==> src/rtl/gpu_pkg.sv <==
// -----------------------------------------------------------------------------
// gpu_pkg
// Shared definitions for the GPU draw path: coordinate and colour field
// widths, the packed draw-command word (gpu_cmd_t), the opcode encoding and
// small helpers for packing and unpacking commands. The command queue itself
// only ever uses GPU_CMD_W and never looks inside the word.
// -----------------------------------------------------------------------------
package gpu_pkg;

    localparam int WIDTH_BITS   = 10;  // x coordinate width
    localparam int HEIGHT_BITS  = 10;  // y coordinate width
    localparam int CHANNEL_BITS = 8;   // per-channel colour width
    localparam int RADIUS_BITS  = 8;   // circle / arc radius width
    localparam int OPCODE_BITS  = 4;
    localparam int OCTANT_BITS  = 3;

    localparam int GPU_CMD_W = OCTANT_BITS + 3 * CHANNEL_BITS + RADIUS_BITS
                             + 2 * HEIGHT_BITS + 2 * WIDTH_BITS + OPCODE_BITS;

    typedef enum logic [OPCODE_BITS-1:0] {
        OP_NOP       = 4'd0,
        OP_PIXEL     = 4'd1,
        OP_LINE      = 4'd2,
        OP_RECT      = 4'd3,
        OP_FILL_RECT = 4'd4,
        OP_CIRCLE    = 4'd5,
        OP_ARC       = 4'd6,
        OP_CLEAR     = 4'd7
    } gpu_opcode_e;

    // Field order is MSB first; opcode sits in the low nibble.
    typedef struct packed {
        logic [OCTANT_BITS-1:0]  oct;
        logic [CHANNEL_BITS-1:0] b;
        logic [CHANNEL_BITS-1:0] g;
        logic [CHANNEL_BITS-1:0] r;
        logic [RADIUS_BITS-1:0]  rad;
        logic [HEIGHT_BITS-1:0]  y2;
        logic [WIDTH_BITS-1:0]   x2;
        logic [HEIGHT_BITS-1:0]  y1;
        logic [WIDTH_BITS-1:0]   x1;
        gpu_opcode_e             opcode;
    } gpu_cmd_t;

    // Flatten a command struct into the raw queue word.
    function automatic logic [GPU_CMD_W-1:0] gpu_cmd_pack(input gpu_cmd_t cmd);
        return cmd;
    endfunction

    // Recover a command struct from a raw queue word.
    function automatic gpu_cmd_t gpu_cmd_unpack(input logic [GPU_CMD_W-1:0] word);
        return gpu_cmd_t'(word);
    endfunction

endpackage

==> src/rtl/gpu_cmd_queue_ctrl.sv <==
// -----------------------------------------------------------------------------
// gpu_cmd_queue_ctrl
// Bookkeeping for the command queue: read/write pointers, occupancy level,
// accept decisions for push and pop, status flags, high-water mark and the
// sticky overflow/underflow error flags. Storage lives in the parent.
//
// Ports:
//   clk, n_rst      clock, asynchronous active-low reset
//   flush_i         synchronous clear of pointers and level (wins over push/pop)
//   push_i, pop_i   requests from producer / consumer
//   clear_err_i     clears the error flags and reloads the high-water mark
//   wr_en_o         storage write strobe (accepted push)
//   wr_ptr_o        storage write address
//   rd_ptr_o        storage read address (head entry)
//   empty_o, full_o, almost_full_o   decodes of the registered level
//   level_o         current occupancy
//   hwm_o           highest level reached since reset / flush / clear_err_i
//   overflow_o      sticky: push refused because the queue was full
//   underflow_o     sticky: pop requested while the queue was empty
// -----------------------------------------------------------------------------
module gpu_cmd_queue_ctrl #(
    parameter int DEPTH        = 8,
    parameter int AFULL_MARGIN = 1,
    parameter int PTR_W        = $clog2(DEPTH),
    parameter int LVL_W        = $clog2(DEPTH + 1)
) (
    input  logic             clk,
    input  logic             n_rst,
    input  logic             flush_i,
    input  logic             push_i,
    input  logic             pop_i,
    input  logic             clear_err_i,
    output logic             wr_en_o,
    output logic [PTR_W-1:0] wr_ptr_o,
    output logic [PTR_W-1:0] rd_ptr_o,
    output logic             empty_o,
    output logic             full_o,
    output logic             almost_full_o,
    output logic [LVL_W-1:0] level_o,
    output logic [LVL_W-1:0] hwm_o,
    output logic             overflow_o,
    output logic             underflow_o
);

    localparam logic [LVL_W-1:0] LVL_ZERO  = {LVL_W{1'b0}};
    localparam logic [LVL_W-1:0] LVL_ONE   = {{(LVL_W-1){1'b0}}, 1'b1};
    localparam logic [LVL_W-1:0] LVL_FULL  = LVL_W'(DEPTH);
    localparam logic [LVL_W-1:0] LVL_AFULL = LVL_W'(DEPTH - AFULL_MARGIN);
    localparam logic [PTR_W-1:0] PTR_ZERO  = {PTR_W{1'b0}};
    localparam logic [PTR_W-1:0] PTR_ONE   = {{(PTR_W-1){1'b0}}, 1'b1};

    logic [PTR_W-1:0] wr_ptr_r;
    logic [PTR_W-1:0] rd_ptr_r;
    logic [LVL_W-1:0] level_r;
    logic [LVL_W-1:0] hwm_r;
    logic             overflow_r;
    logic             underflow_r;

    logic             push_ok_s;
    logic             pop_ok_s;
    logic             ovf_set_s;
    logic             udf_set_s;
    logic [LVL_W-1:0] level_next_s;
    logic [LVL_W-1:0] hwm_next_s;
    logic [PTR_W-1:0] wr_ptr_next_s;
    logic [PTR_W-1:0] rd_ptr_next_s;
    logic             overflow_next_s;
    logic             underflow_next_s;

    // Accept decisions and next occupancy; flush suppresses both requests.
    always_comb begin
        push_ok_s    = 1'b0;
        pop_ok_s     = 1'b0;
        ovf_set_s    = 1'b0;
        udf_set_s    = 1'b0;
        level_next_s = level_r;
        if (flush_i) begin
            level_next_s = LVL_ZERO;
        end else begin
            pop_ok_s  = pop_i & (level_r != LVL_ZERO);
            // A full queue still takes a push when a pop frees a slot this cycle.
            push_ok_s = push_i & ((level_r != LVL_FULL) | pop_ok_s);
            ovf_set_s = push_i & ~push_ok_s;
            udf_set_s = pop_i & (level_r == LVL_ZERO);
            case ({push_ok_s, pop_ok_s})
                2'b10:   level_next_s = level_r + LVL_ONE;
                2'b01:   level_next_s = level_r - LVL_ONE;
                default: level_next_s = level_r;
            endcase
        end
    end

    // Pointer advance; both wrap naturally because DEPTH is a power of two.
    always_comb begin
        wr_ptr_next_s = wr_ptr_r;
        rd_ptr_next_s = rd_ptr_r;
        if (flush_i) begin
            wr_ptr_next_s = PTR_ZERO;
            rd_ptr_next_s = PTR_ZERO;
        end else begin
            if (push_ok_s) begin
                wr_ptr_next_s = wr_ptr_r + PTR_ONE;
            end else begin
                wr_ptr_next_s = wr_ptr_r;
            end
            if (pop_ok_s) begin
                rd_ptr_next_s = rd_ptr_r + PTR_ONE;
            end else begin
                rd_ptr_next_s = rd_ptr_r;
            end
        end
    end

    // High-water mark and sticky errors; a same-cycle set beats clear_err_i.
    always_comb begin
        hwm_next_s       = hwm_r;
        overflow_next_s  = ovf_set_s | (overflow_r  & ~clear_err_i);
        underflow_next_s = udf_set_s | (underflow_r & ~clear_err_i);
        if (flush_i) begin
            hwm_next_s = LVL_ZERO;
        end else if (clear_err_i) begin
            hwm_next_s = level_next_s;
        end else if (level_next_s > hwm_r) begin
            hwm_next_s = level_next_s;
        end else begin
            hwm_next_s = hwm_r;
        end
    end

    // State registers.
    always_ff @(posedge clk or negedge n_rst) begin
        if (!n_rst) begin
            wr_ptr_r    <= PTR_ZERO;
            rd_ptr_r    <= PTR_ZERO;
            level_r     <= LVL_ZERO;
            hwm_r       <= LVL_ZERO;
            overflow_r  <= 1'b0;
            underflow_r <= 1'b0;
        end else begin
            wr_ptr_r    <= wr_ptr_next_s;
            rd_ptr_r    <= rd_ptr_next_s;
            level_r     <= level_next_s;
            hwm_r       <= hwm_next_s;
            overflow_r  <= overflow_next_s;
            underflow_r <= underflow_next_s;
        end
    end

    assign wr_en_o       = push_ok_s;
    assign wr_ptr_o      = wr_ptr_r;
    assign rd_ptr_o      = rd_ptr_r;
    assign level_o       = level_r;
    assign hwm_o         = hwm_r;
    assign overflow_o    = overflow_r;
    assign underflow_o   = underflow_r;
    assign empty_o       = (level_r == LVL_ZERO);
    assign full_o        = (level_r == LVL_FULL);
    assign almost_full_o = (level_r >= LVL_AFULL);

endmodule

==> src/rtl/gpu_cmd_queue.sv <==
// -----------------------------------------------------------------------------
// gpu_cmd_queue
// First-word-fall-through queue of packed draw commands between the APB
// register front end and the draw engine. The head entry is presented on
// data_o as soon as the queue is non-empty (one cycle after the first push).
//
// Ports:
//   clk, n_rst        clock, asynchronous active-low reset
//   flush_i           synchronous discard of all entries
//   push_i, data_i    enqueue a command word
//   pop_i             consume the head entry
//   data_o            head entry, meaningful only while empty_o = 0
//   empty_o, full_o   occupancy extremes
//   almost_full_o     level >= DEPTH - AFULL_MARGIN (interrupt back-pressure)
//   level_o, hwm_o    occupancy and high-water mark
//   overflow_o        sticky refused-push flag
//   underflow_o       sticky pop-while-empty flag
//   clear_err_i       clears the sticky flags and reloads hwm_o
// -----------------------------------------------------------------------------
module gpu_cmd_queue
    import gpu_pkg::*;
#(
    parameter int DATA_W       = GPU_CMD_W,
    parameter int DEPTH        = 8,
    parameter int AFULL_MARGIN = 1
) (
    input  logic                         clk,
    input  logic                         n_rst,
    input  logic                         flush_i,
    input  logic                         push_i,
    input  logic [DATA_W-1:0]            data_i,
    input  logic                         pop_i,
    output logic [DATA_W-1:0]            data_o,
    output logic                         empty_o,
    output logic                         full_o,
    output logic                         almost_full_o,
    output logic [$clog2(DEPTH+1)-1:0]   level_o,
    output logic [$clog2(DEPTH+1)-1:0]   hwm_o,
    output logic                         overflow_o,
    output logic                         underflow_o,
    input  logic                         clear_err_i
);

    localparam int PTR_W = $clog2(DEPTH);
    localparam int LVL_W = $clog2(DEPTH + 1);

    logic              wr_en_s;
    logic [PTR_W-1:0]  wr_ptr_s;
    logic [PTR_W-1:0]  rd_ptr_s;
    logic [DATA_W-1:0] mem_r [DEPTH];

    gpu_cmd_queue_ctrl #(
        .DEPTH        (DEPTH),
        .AFULL_MARGIN (AFULL_MARGIN),
        .PTR_W        (PTR_W),
        .LVL_W        (LVL_W)
    ) u_ctrl (
        .clk           (clk),
        .n_rst         (n_rst),
        .flush_i       (flush_i),
        .push_i        (push_i),
        .pop_i         (pop_i),
        .clear_err_i   (clear_err_i),
        .wr_en_o       (wr_en_s),
        .wr_ptr_o      (wr_ptr_s),
        .rd_ptr_o      (rd_ptr_s),
        .empty_o       (empty_o),
        .full_o        (full_o),
        .almost_full_o (almost_full_o),
        .level_o       (level_o),
        .hwm_o         (hwm_o),
        .overflow_o    (overflow_o),
        .underflow_o   (underflow_o)
    );

    // Storage array; contents are intentionally not reset.
    always_ff @(posedge clk) begin
        if (wr_en_s) begin
            mem_r[wr_ptr_s] <= data_i;
        end
    end

    // Head entry falls through from the read pointer.
    assign data_o = mem_r[rd_ptr_s];

endmodule

==> config.mk <==
export PLATFORM = sky130hd
export DESIGN_NAME = gpu_cmd_queue
export DESIGN_NICKNAME = d
export VERILOG_FILES = /design/src/rtl/gpu_pkg.sv /design/src/rtl/gpu_cmd_queue_ctrl.sv /design/src/rtl/gpu_cmd_queue.sv
export SDC_FILE = /design/constraint.sdc
export NUM_CORES = 1
export LEC_CHECK = 0
export ABC_AREA = 1
export BUFFER_PORTS_ARGS = -buffer_cell sky130_fd_sc_hd__buf_2
export CORE_AREA = 8 8 193 269
export CTS_BUF_LIST = sky130_fd_sc_hd__clkbuf_16
export CTS_CLUSTER_SIZE = 28
export DETAILED_ROUTE_END_ITERATION = 16
export DIE_AREA = 0 0 201 277
export HOLD_SLACK_MARGIN = 0.12
export PLACE_DENSITY = 0.82
export SYNTH_ARGS = -nofsm -noshare
export SYNTH_HDL_FRONTEND = slang
export SYNTH_HIERARCHICAL = 1
export SYNTH_SLANG_ARGS = --single-unit
export TNS_END_PERCENT = 30
==> constraint.sdc <==
create_clock -name clk -period 6.78 [get_ports clk]
set_clock_uncertainty 0.1 [all_clocks]
set_input_delay 0.678 -clock clk [delete_from_list [all_inputs] [get_ports clk]]
set_output_delay 0.678 -clock clk [all_outputs]
set_load 0.02 [all_outputs]
# --- Word-level counts from Yosys, hierarchy flattened ---
# Memory sizes are Yosys's and may differ from the RTL's.
# Cells that the tools add are included.
word_totals:
  register_bits: 16
  ram_bits: 632
  in_bits: 85
  output_inout_bits: 92
  memories: 1
op_classes:
  add_sub_neg: 4
  n_lt_le_gt_ge: 2
  n_eq_ne: 4
  mux: 15
  bitwise_logic: 11
  n_reduce_logical: 5
mem_list:
  columns: ["name", "depth", "word_bits", "rd", "rd_ports_with_merged_regs", "write_ports", "line", "text"]
  rows:
  - ["mem_r", 8, 79, 1, 0, 1, "gpu_cmd_queue.sv:50", "logic [DATA_W-1:0] mem_r [DEPTH];"]
op_table:
  columns: ["operator", "n"]
  rows:
  - ["$mux 4", 4]
  - ["$mux 3", 4]
  - ["$pmux 4 s2", 1]
  - ["$add 3x1->3 const B", 2]
  - ["$and 1x1->1", 6]
  - ["$mux 1", 6]
  - ["$add 4x1->4 const B", 1]
  - ["$eq 4x4->1 const B", 1]
  - ["$ge 4x3->1 const B", 1]
  - ["$gt 4x4->1", 1]
  - ["$logic_not 4->1", 1]
  - ["$ne 4x4->1 const B", 1]
  - ["$reduce_bool 2->1", 2]
  - ["$reduce_bool 4->1", 1]
  - ["$sub 4x1->4 const B", 1]
  - ["$or 1x1->1", 3]
  - ["$reduce_bool 3->1", 1]
  - ["$eq 2x1->1 const B", 1]
  - ["$eq 2x2->1 const B", 1]
  - ["$not 1->1", 2]

# --- Depth between registers and ports, before layout ---
# Gate-level depths: netlist (run 1).
depth:
  depth_word: 11
  ltp_mapped: 19
  ltp_nobuf: 19

# --- Cells and area by module ---
# The synthesis (run 1) kept the hierarchy.
by_module_without_submodules:
  columns: ["mod", "instances", "cells_per_inst", "area_per_inst_um2"]
  rows:
  - ["gpu_cmd_queue", 1, 2748, 27443.8]
  - ["gpu_cmd_queue_ctrl", 1, 121, 975.9]

# --- Worst setup path after synthesis (run 1) ---
# Ideal clock, no wire load.
synth_timing:
  path_type: "reg2reg"
  start: "register u_ctrl.level_r[1] (netlist: u_ctrl/level_o[1])"
  end: "memory mem_r[1][0] (netlist name), enable pin"
  setup_time_ps: 518
  arrival_time_ps: 4611
  required_ps: 6162
  path_slack_ps: 1552
  path_stages_with_launch: 11
  path_buffers: 0
  period_less_slack_ps: 5228
  path_cell_list: "dfrtp_1 > nor2_2 > nand3_1 > inv_1 > nand2_1 > nand2_1 > inv_1 > nand2_1 > inv_1 > nand2_1 > nor2_1"
synth_between:
  elab_chain_len: 7
synth_lines:
  columns: ["element", "line", "text"]
  rows:
  - ["start, declared", "gpu_cmd_queue_ctrl.sv:54", "logic [LVL_W-1:0] level_r;"]
  - ["start signal, assigned", "gpu_cmd_queue_ctrl.sv:142", "level_r <= level_next_s;"]
  - ["$reduce_bool 4->1", "gpu_cmd_queue_ctrl.sv:80", "pop_ok_s = pop_i & (level_r != LVL_ZERO);"]
  - ["$and 1x1->1", "gpu_cmd_queue_ctrl.sv:80", null]
  - ["$or 1x1->1 (*)", "gpu_cmd_queue_ctrl.sv:82", "push_ok_s = push_i & ((level_r != LVL_FULL) | pop_ok_s);"]
  - ["$and 1x1->1 (*)", "gpu_cmd_queue_ctrl.sv:82", null]
  - ["$mux 1 (*)", "gpu_cmd_queue_ctrl.sv:77", "if (flush_i) begin"]
  - ["via wr_en_s", "gpu_cmd_queue.sv:47", "logic wr_en_s;"]
  - ["$mux 1 (*)", "gpu_cmd_queue.sv:78", "if (wr_en_s) begin"]
  - ["$mux 1 (not written as such) (*)", "gpu_cmd_queue.sv:79", "mem_r[wr_ptr_s] <= data_i;"]
  - ["end, declared", "gpu_cmd_queue.sv:50", null]
# Mark *: on every way through the listed nets, which the timed path passes. The rest lies on a longest branch.

# --- Worst setup path in the final report (run 1) ---
layout_timing:
  start: "register u_ctrl.rd_ptr_r[0] (netlist: u_ctrl/rd_ptr_o[0])"
  end: "output port data_o[74]"
layout_between:
  elab_chain_len: 1
layout_lines:
  columns: ["element", "line", "text"]
  rows:
  - ["start, declared", "gpu_cmd_queue_ctrl.sv:53", "logic [PTR_W-1:0] rd_ptr_r;"]
  - ["start signal, assigned", "gpu_cmd_queue_ctrl.sv:141", "rd_ptr_r <= rd_ptr_next_s;"]
  - ["$mem_v2 8x79", null, null]
  - ["end, declared", "gpu_cmd_queue.sv:33", "output logic [DATA_W-1:0] data_o,"]
# Every way passes these cells.

==> impl_summary.md, run 1 <==
Worst setup path
The worst-path maximum fanout is 116. The start of the worst register-to-register path is u_ctrl/level_o[0]. The data arrival time of the critical path is 4.03 ns. STA puts the critical path data required time at 6.00 ns. STA classifies the critical path endpoint as a primary output.

The origin of the worst setup path is u_ctrl/rd_ptr_o[0]. The classification of the worst setup path is reg -> out. The worst setup path is launched from a register.

Clocking
After clock tree synthesis, the clock-pin slew on the worst setup and hold paths is 0.06 ns. The longest clock path from root to sink contains 3 buffers. CTS built an H-tree with a depth of 2. The clock tree from TritonCTS is yes. The root buffer cell is clkbuf_16. Clock tree synthesis inserted a total of 56 buffers. The post-cts gate resize count is 0. The clock drives 648 sinks. For the worst-skew pair, the clock arrives at the later sink with an insertion delay of 0.59 ns.

STA
The final clock period utilization by the worst path is 70.94%. Summed over all failing endpoints, the final setup total negative slack is 0 ns. Across all setup checks in the final design, the least slack found is 1.970 ns.

The total count of hold-check failures in the final report came to 0. At the pin with the least slew margin, the transition time is 1.237 ns. The final count of pins violating max slew is 0. The time the worst path needs with I/O delays and setup is 4.810 ns.

The number of failing setup endpoints in the final timing report is 0. The worst pin sits at a relative slew slack of 17.56%. Setup repair after global routing left no endpoint under its margin. The upper clock frequency limit is 0.2079 GHz.

Logic synthesis
The post-synthesis xor/xnor area fraction is 0%. Counting flops with an async set or reset pin after synthesis yields a share of 2.469%. Sequential cells were found to cover 68.19% of the synthesized design area. Averaged over all synthesized cells, the footprint is 9.906 sq um.

Among all cell types in the netlist, the one instantiated most often is nand2_1. Of the post-synthesis cell area, the part taken by muxes is 0%. Ranked by total cell area, the synthesized netlist is headed by edfxtp_1, nand2_1, inv_1. By area, the combinational part of the netlist is dominated by simple AND/OR/NAND/NOR gates.

The post-synthesis adder-cell area fraction is 0.4226%. The Yosys step of the flow raised 6 warnings. Synthesis inferred 648 register bits. The basic-gate share of the synthesized area counting and, or, nand and nor cells is 20.24%.

The number of instances in the synthesized netlist is 2,869. The total nets after synthesis is 2,963. The fraction of synthesized cell area taken by the top area cell type is 66.78%. Among all flip-flop cells after synthesis, the most frequent one is edfxtp_1.

The compound-cell area share of the yosys netlist is 0.3654%. By count the netlist is led by nand2_1, inv_1, edfxtp_1, nand3_1, buf_2. The netlist uses 26 different library cells. The total standard cell area after synthesis is 28,420 sq um.

The biggest area contributor in the post-synthesis netlist is edfxtp_1. Yosys mapped a number of flops with a built-in enable equal to 632.

Global route
For this run, global-route usage on met1 was measured as 26.19%. The global-route track usage on met2 is 40.52%. Global routing consumed, on the met3 layer, 4.085% of the routing resources. The number of global-route vias before repair is 19,390.

Entering global routing, the biggest net connects 175 pins. After global routing, the most crowded layer is met2. The number of antenna violations at the first check in global routing is 12. The global router's overall resource usage is 22.55%. The global-route wire length before repair is 99,750 um. The residual overflow from global routing is 0.

Power and ir drop
The power per cell area is 367.8 nW/um^2. The leakage power of the design is 14.77 nW. The post-route total power is 11.65 mW. The maximum ir drop on the vdd rail is 288.6 uV.

Floorplan
The floorplan has 95 rows. The die footprint is 55,680 sq um. The die span in x is 201 um. The starting utilization of the core area is 59.62%.

The area of the core is 47,660 sq um. The top-level I/O count is 177. Measured along the y axis, the die boundary spans 277 um.

Placed design
In this run, placement finished with an instance count of 3,576. Once detailed placement completed, the half-perimeter wirelength came to 35,030 um. Timing analysis after detailed placement gives a worst setup slack of 2.657 ns. The area of placed instances is 29,810 sq um. The number of port buffers is 176.

The routability congestion estimate from global placement is 0.8270.

Worst hold path
The class of the most critical hold timing path is in -> reg. The worst hold path begins at data_i[23].

Drt
The final route contains 19,260 vias. After detailed routing, the number of vias per cell comes to 5.227. The first-iteration detailed-routing DRC count is 1,464. The detail-routed net length per standard cell is 17.39 um.

The number of detailed-routing iterations run before antenna repair is 5. The count of nets left with antenna violations once routing finished came out at 0. The routed wire length is 64,080 um.

After detailed routing, the number of remaining DRC violations is 0.

Cells and area
Cells with a size suffix above 1 make up 9.843% of the layout. At the end of the flow, the number of nets in the layout was 3,099. The count of filler cells inserted in the layout is 3,343.

The area of all placed cells without fillers is 31,670 sq um. Summing all flip-flop and latch instances after layout gives 19,390 sq um. The filler-free cell count of the finished design is 3,685.

Summing all multi-input logic gate instances after layout gives 6037 sq um. The layout-stage area growth over the synthesis result is 11.43%.

Flow run
The reported max-cap violation count is 0.

Outcome
The flow ran to the end, and the final reports show no timing, DRC or antenna violations.
[critical path: stages (launching register included)]
cell	delay [ns]
dfrtp_4	0.71
buf_4	0.78
buf_4	1.03
nand2_1	0.18
nand3_1	0.15
nand2_1	0.06
nand2_1	0.06
nand2_1	0.10
buf_2	0.17
[sequential cells by signal, summed over array words and instances, names as in the netlist]
signal              count
mem_r                 632
u_ctrl/level_o          4
u_ctrl/rd_ptr_o         3
u_ctrl/overflow_o       1
u_ctrl/hwm_o            4
u_ctrl/underflow_o      1
u_ctrl/wr_ptr_o         3
[power by group]
part	total, mW	switching, mW	internal (mW)
Clock	3.17	1.36	1.81
Combinational	3.82	2.73	1.10
Sequential	4.66	0.138	4.52
Total	11.6	4.22	7.42
[logic make-up (layout without fill, tap and decap cells)]
logic type      count (synthesis)  after routing
compound gates                 17             17
fa+ha+maj                       9              9
buf+inv                       782            961
flops                         648            648
other cells                     0              7
simple gates                 1413           1413
[repair_timing]
item | in CTS | in global routing
setup buffers | 0 | 0
hold buffers | 1 | 0
endpoints found under the hold margin | 16 | 0
[area by class of cell]
cell class | instances | area share, %
Sequential cell | 648 | 61.23
Clock buffer | 58 | 4.583
Antenna cell | 7 | 0.05531
Multi-Input combinational cell | 1439 | 19.06
Inverter | 660 | 7.854
Clock inverter | 43 | 1.213
Timing Repair Buffer | 200 | 3.516
Tap cell | 630 | 2.489
[per-stage QoR]
| step | hold WS, ns | utilization (%) |
|---|---|---|
| CTS | 0.2129 | 66.41 |
| detailed placement | 0.3788 | 62.53 |
| floorplan | 0.2824 | - |
| global placement | 0.3651 | 62.53 |
| finish | 0.2477 | 66.44 |
| global route | 0.2284 | 66.43 |
[cells in the final DEF, fill, tap and decap left out, types with 7 or more instances in the layout]
master,Yosys,layout
diode_2,0,7
inv_1,657,671
nor2_1,16,8
nand3_1,327,327
nand2_1,1059,1059
ha_1,8,8
dfrtp_1,16,13
clkinv_1,0,8
bufinv_16,0,7
clkinv_2,0,10
buf_4,4,19
edfxtp_1,632,632
nor2_4,0,8
buf_2,91,176
clkbuf_16,0,58
[worst paths after layout]
| path | slack [ns] | to | depth (start not counted) |
|---|---|---|---|
| max | 1.97 | data_o[74] | 8 |
| min | 0.25 | mem_r[1][23] | 1 |
| max reg2reg | 3.20 | mem_r[3][37] | 11 |
| min reg2reg | 0.39 | u_ctrl/overflow_o | 2 |
| max in group asynchronous | 5.82 | u_ctrl/rd_ptr_o[2] | 2 |
| min in group asynchronous | 0.45 | u_ctrl/wr_ptr_o[1] | 2 |
[metal layers]
layer	wire length, um	vias up
met5	57	-
met4	2164	10
met3	4554	168
met2	32840	723
met1	24460	9180
li1	-	9179
Power figures use the tool's default switching activity.
==> inputs of run 2 (changes only) <==
Settings changed: CORE_AREA 8 8 193 269 to 8 8 202 280, DIE_AREA 0 0 201 277 to 0 0 210 288, PLACE_DENSITY 0.82 to 0.8.
Clock period 6.78 ns to 4.4 ns, I/O delays scaled along.
==> run 2 against run 1 <==
  * Global-route usage down 1.6 points
  * Final area up 3.9%
  * Register-to-register slack worse by 2.0 ns
  * Clock-buffer cell count up 2
  * Sequential share of layout area down 2.3 points
  * Die area up 8.6%
  * Wire length down 0.14%
  * Hold slack worse by 0.078 ns
  * Worst setup slack worse by 1.2 ns
  * Clock power up 69%
  * Via count up 0.69%
  * Final cell count up 4.7%
  * Largest power group unchanged
==> impl_summary.md, run 2 (synthesized netlist as in run 1, its figures left out) <==
Outcome
Run status: complete, no violations (unchanged).

STA
The final count of pins violating max slew is 0 (unchanged). The slew of the pin with the lowest slew margin was 1.373 ns (was 1.237 ns). The final clock period utilization by the worst path is 82.94%.

After layout, the minimum clock period comes to 3.649 ns. Unrepaired setup endpoints after global routing: false (unchanged). The total count of hold-check failures in the final report is 0 (unchanged).

The setup total negative slack was 0 ns (unchanged). The worst hold slack is 0.1698 ns (was 0.2477 ns). The upper clock frequency limit is 0.2740 GHz. The number of failing setup endpoints in the final timing report is 0 (unchanged). The final setup slack of the worst path came to 0.7506 ns (was 1.970 ns).

The tightest slew margin relative to the limit is 8.445% (was 17.56%).

Cells and area
Commonest cells after routing, fill and taps aside: nand2_1, inv_1, edfxtp_1, nand3_1, buf_2 (unchanged). The fraction of final layout cells sized beyond drive strength 1 is 9.946% (was 9.843%). The area of all placed cells without fillers came to 32,920 sq um (was 31,670 sq um). The register bank with the most flops is mem_r (unchanged). The count of filler cells inserted in the layout is 3,866 (was 3,343). The layout-stage area growth over the synthesis result was 15.83% (was 11.43%).

The sequential cell area in the final layout is 19,390 sq um (unchanged). The flip-flop count of the largest register after layout is 632 (unchanged). The multi-input logic area is 6037 sq um (unchanged). The final layout net count is 3,191 (was 3,099). The most common library cell in the layout ignoring fill and taps is nand2_1 (unchanged).

Clocking
The total CTS buffers is 59 (was 56). The post-cts gate resize count was 0 (unchanged). The number of buffers on the longest clock path is 3 (unchanged). The clock-pin slew of the registers on the worst-case setup and hold paths was 0.07 ns (was 0.06 ns). The root buffer cell is clkbuf_16 (unchanged). The insertion delay of the later-clocked pin in the worst-skew pair is 0.62 ns (was 0.59 ns). The clock tree from TritonCTS is yes (unchanged). The H-tree depth is 2 (unchanged). The number of sinks on the clock net is 648 (unchanged).

Worst setup path
The number of cells on the worst reg-to-reg path is 18 (was 11). The start of the worst register-to-register path is u_ctrl/level_o[1] (was u_ctrl/level_o[0]). The type of destination of the critical path was a primary output (unchanged). The data arrival time of the critical path is 3.11 ns (was 4.03 ns). The worst-case register-to-register setup slack was 1.21 ns (was 3.20 ns).

The critical path's slowest cell is dfrtp_4 (was buf_4). The required time of the critical path came to 3.86 ns (was 6.00 ns). The most frequent cell on the critical path was nand2_1 (unchanged). The kind of launch point of the worst setup path is a register (unchanged).

Critical Path, Cell by Cell: inv_8 -> buf_4 -> nand2_1 -> nand3_1 -> nand2_1 -> nand2_1 -> nand2_1 -> buf_2 (was buf_4 -> buf_4 -> nand2_1 -> nand3_1 -> nand2_1 -> nand2_1 -> nand2_1 -> buf_2). The classification of the worst setup path is reg -> out (unchanged). The maximum single-stage delay on the critical path came to 0.67 ns (was 1.03 ns).

The worst-path maximum fanout is 106 (was 116). The worst reg2reg path endpoint is u_ctrl/hwm_o[3] (was mem_r[3][37]).

Floorplan
The die footprint is 60,480 sq um (was 55,680 sq um). The y dimension of the die is 288 um (was 277 um). The area of the core came to 52,150 sq um (was 47,660 sq um). The number of rows in the core area was 99 (was 95). The starting utilization of the core area is 54.50% (was 59.62%). The top-level I/O count was 177 (unchanged).

The die span in x is 210 um (was 201 um).

Global route
The residual overflow from global routing was 0 (unchanged). The maximum number of pins on one net before global-route repair came to 221 (was 175). The number of antenna violations at the first check in global routing came to 5 (was 12). The global-route wire length before repair came to 99,480 um (was 99,750 um). The number of global-route vias before repair came to 19,260 (was 19,390).

The global router's overall resource usage was 20.95% (was 22.55%).

Drt
The number of detailed-routing iterations run before antenna repair is 5 (unchanged). The number of routed nets with antenna violations is 0 (unchanged). The detailed-route vias per instance is 5.028 (was 5.227). The via count of the routed design is 19,390 (was 19,260).

The routed wire length is 63,990 um (was 64,080 um). The first-iteration detailed-routing DRC count is 1,222 (was 1,464). The number of remaining DRC errors is 0 (unchanged). The detail-routed net length per standard cell is 16.59 um (was 17.39 um).

Placed design
The routability congestion estimate from global placement is 0.8312 (was 0.8270). The area of placed instances came to 30,010 sq um (was 29,810 sq um). The worst slack after detailed placement is 1.243 ns (was 2.657 ns). The number of port buffers is 176 (unchanged). The detailed-placement wirelength estimate came to 33,940 um (was 35,030 um).

Power and ir drop
The power per cell area is 563.2 nW/um^2 (was 367.8 nW/um^2). The maximum ir drop on the vdd rail is 591.4 uV (was 288.6 uV). The leakage power of the design came to 15.25 nW (was 14.77 nW).

Flow run
The reported max-cap violation count came to 0 (unchanged).

Worst hold path
The class of the most critical hold timing path is in -> async (was in -> reg).
## run 2: worst max-delay path, delay by kind of cell (launching register included)
| kind | cells | cell delay (ns) |
|---|---|---|
| buffers and inverters | 3 | 1.24 |
| AND/OR/NAND/NOR | 5 | 0.46 |
| flip-flops | 1 | 0.67 |
## run 2: per-layer routing
metal	global-route usage [%]	vias to the layer above	wire (um)
li1	-	9379	-
met1	24.35	9196	24450
met2	37.68	643	33050
met3	3.733	170	4187
met4	9.036	4	2266
met5	0	-	29
## run 2: worst max-delay path by stage
stage	start	endpoint	slack [ns]	cells after the start
after detailed placement	u_ctrl/level_o[1]	u_ctrl/hwm_o[3]	1.24	18
after global routing	u_ctrl/rd_ptr_o[0]	data_o[51]	0.58	8
after CTS	u_ctrl/rd_ptr_o[0]	data_o[52]	0.76	8
final	u_ctrl/rd_ptr_o[0]	data_o[52]	0.75	8
after floorplan	u_ctrl/level_o[1]	mem_r[1][0]	-0.83	10
after global placement	u_ctrl/level_o[1]	u_ctrl/hwm_o[0]	1.31	18
## run 2: timing repair
action	CTS	global route
hold buffers	84	0
buffers inserted	0	0
hold endpoints to repair	657	0
## run 2: through the flow
stage                     total power, mW  cells  utilization [%]
after floorplan                     11.43   2869                -
after global placement              13.13   3659            57.55
after detailed placement            13.25   3659            57.55
after CTS                           18.66   3854            63.11
after global routing                19.56   3855            63.11
final                               18.54   3857            63.12
## run 2: power by group
| part | switching (mW) | internal (mW) | total, mW | leakage (nW) |
|---|---|---|---|---|
| clock network | 2.18 | 3.17 | 5.35 | 1.04 |
| registers | 0.146 | 6.96 | 7.11 | 5.91 |
| logic | 4.30 | 1.78 | 6.08 | 8.30 |
## run 2: final cells by class
class / count / share of cell area [%]
clock inverter: 51 / 1.684
multi-input combinational: 1439 / 18.34
inverter: 660 / 7.568
sequential: 648 / 58.90
tap: 707 / 2.687
clock buffer: 60 / 4.561
timing repair buffer: 289 / 6.234
antenna: 3 / 0.02281
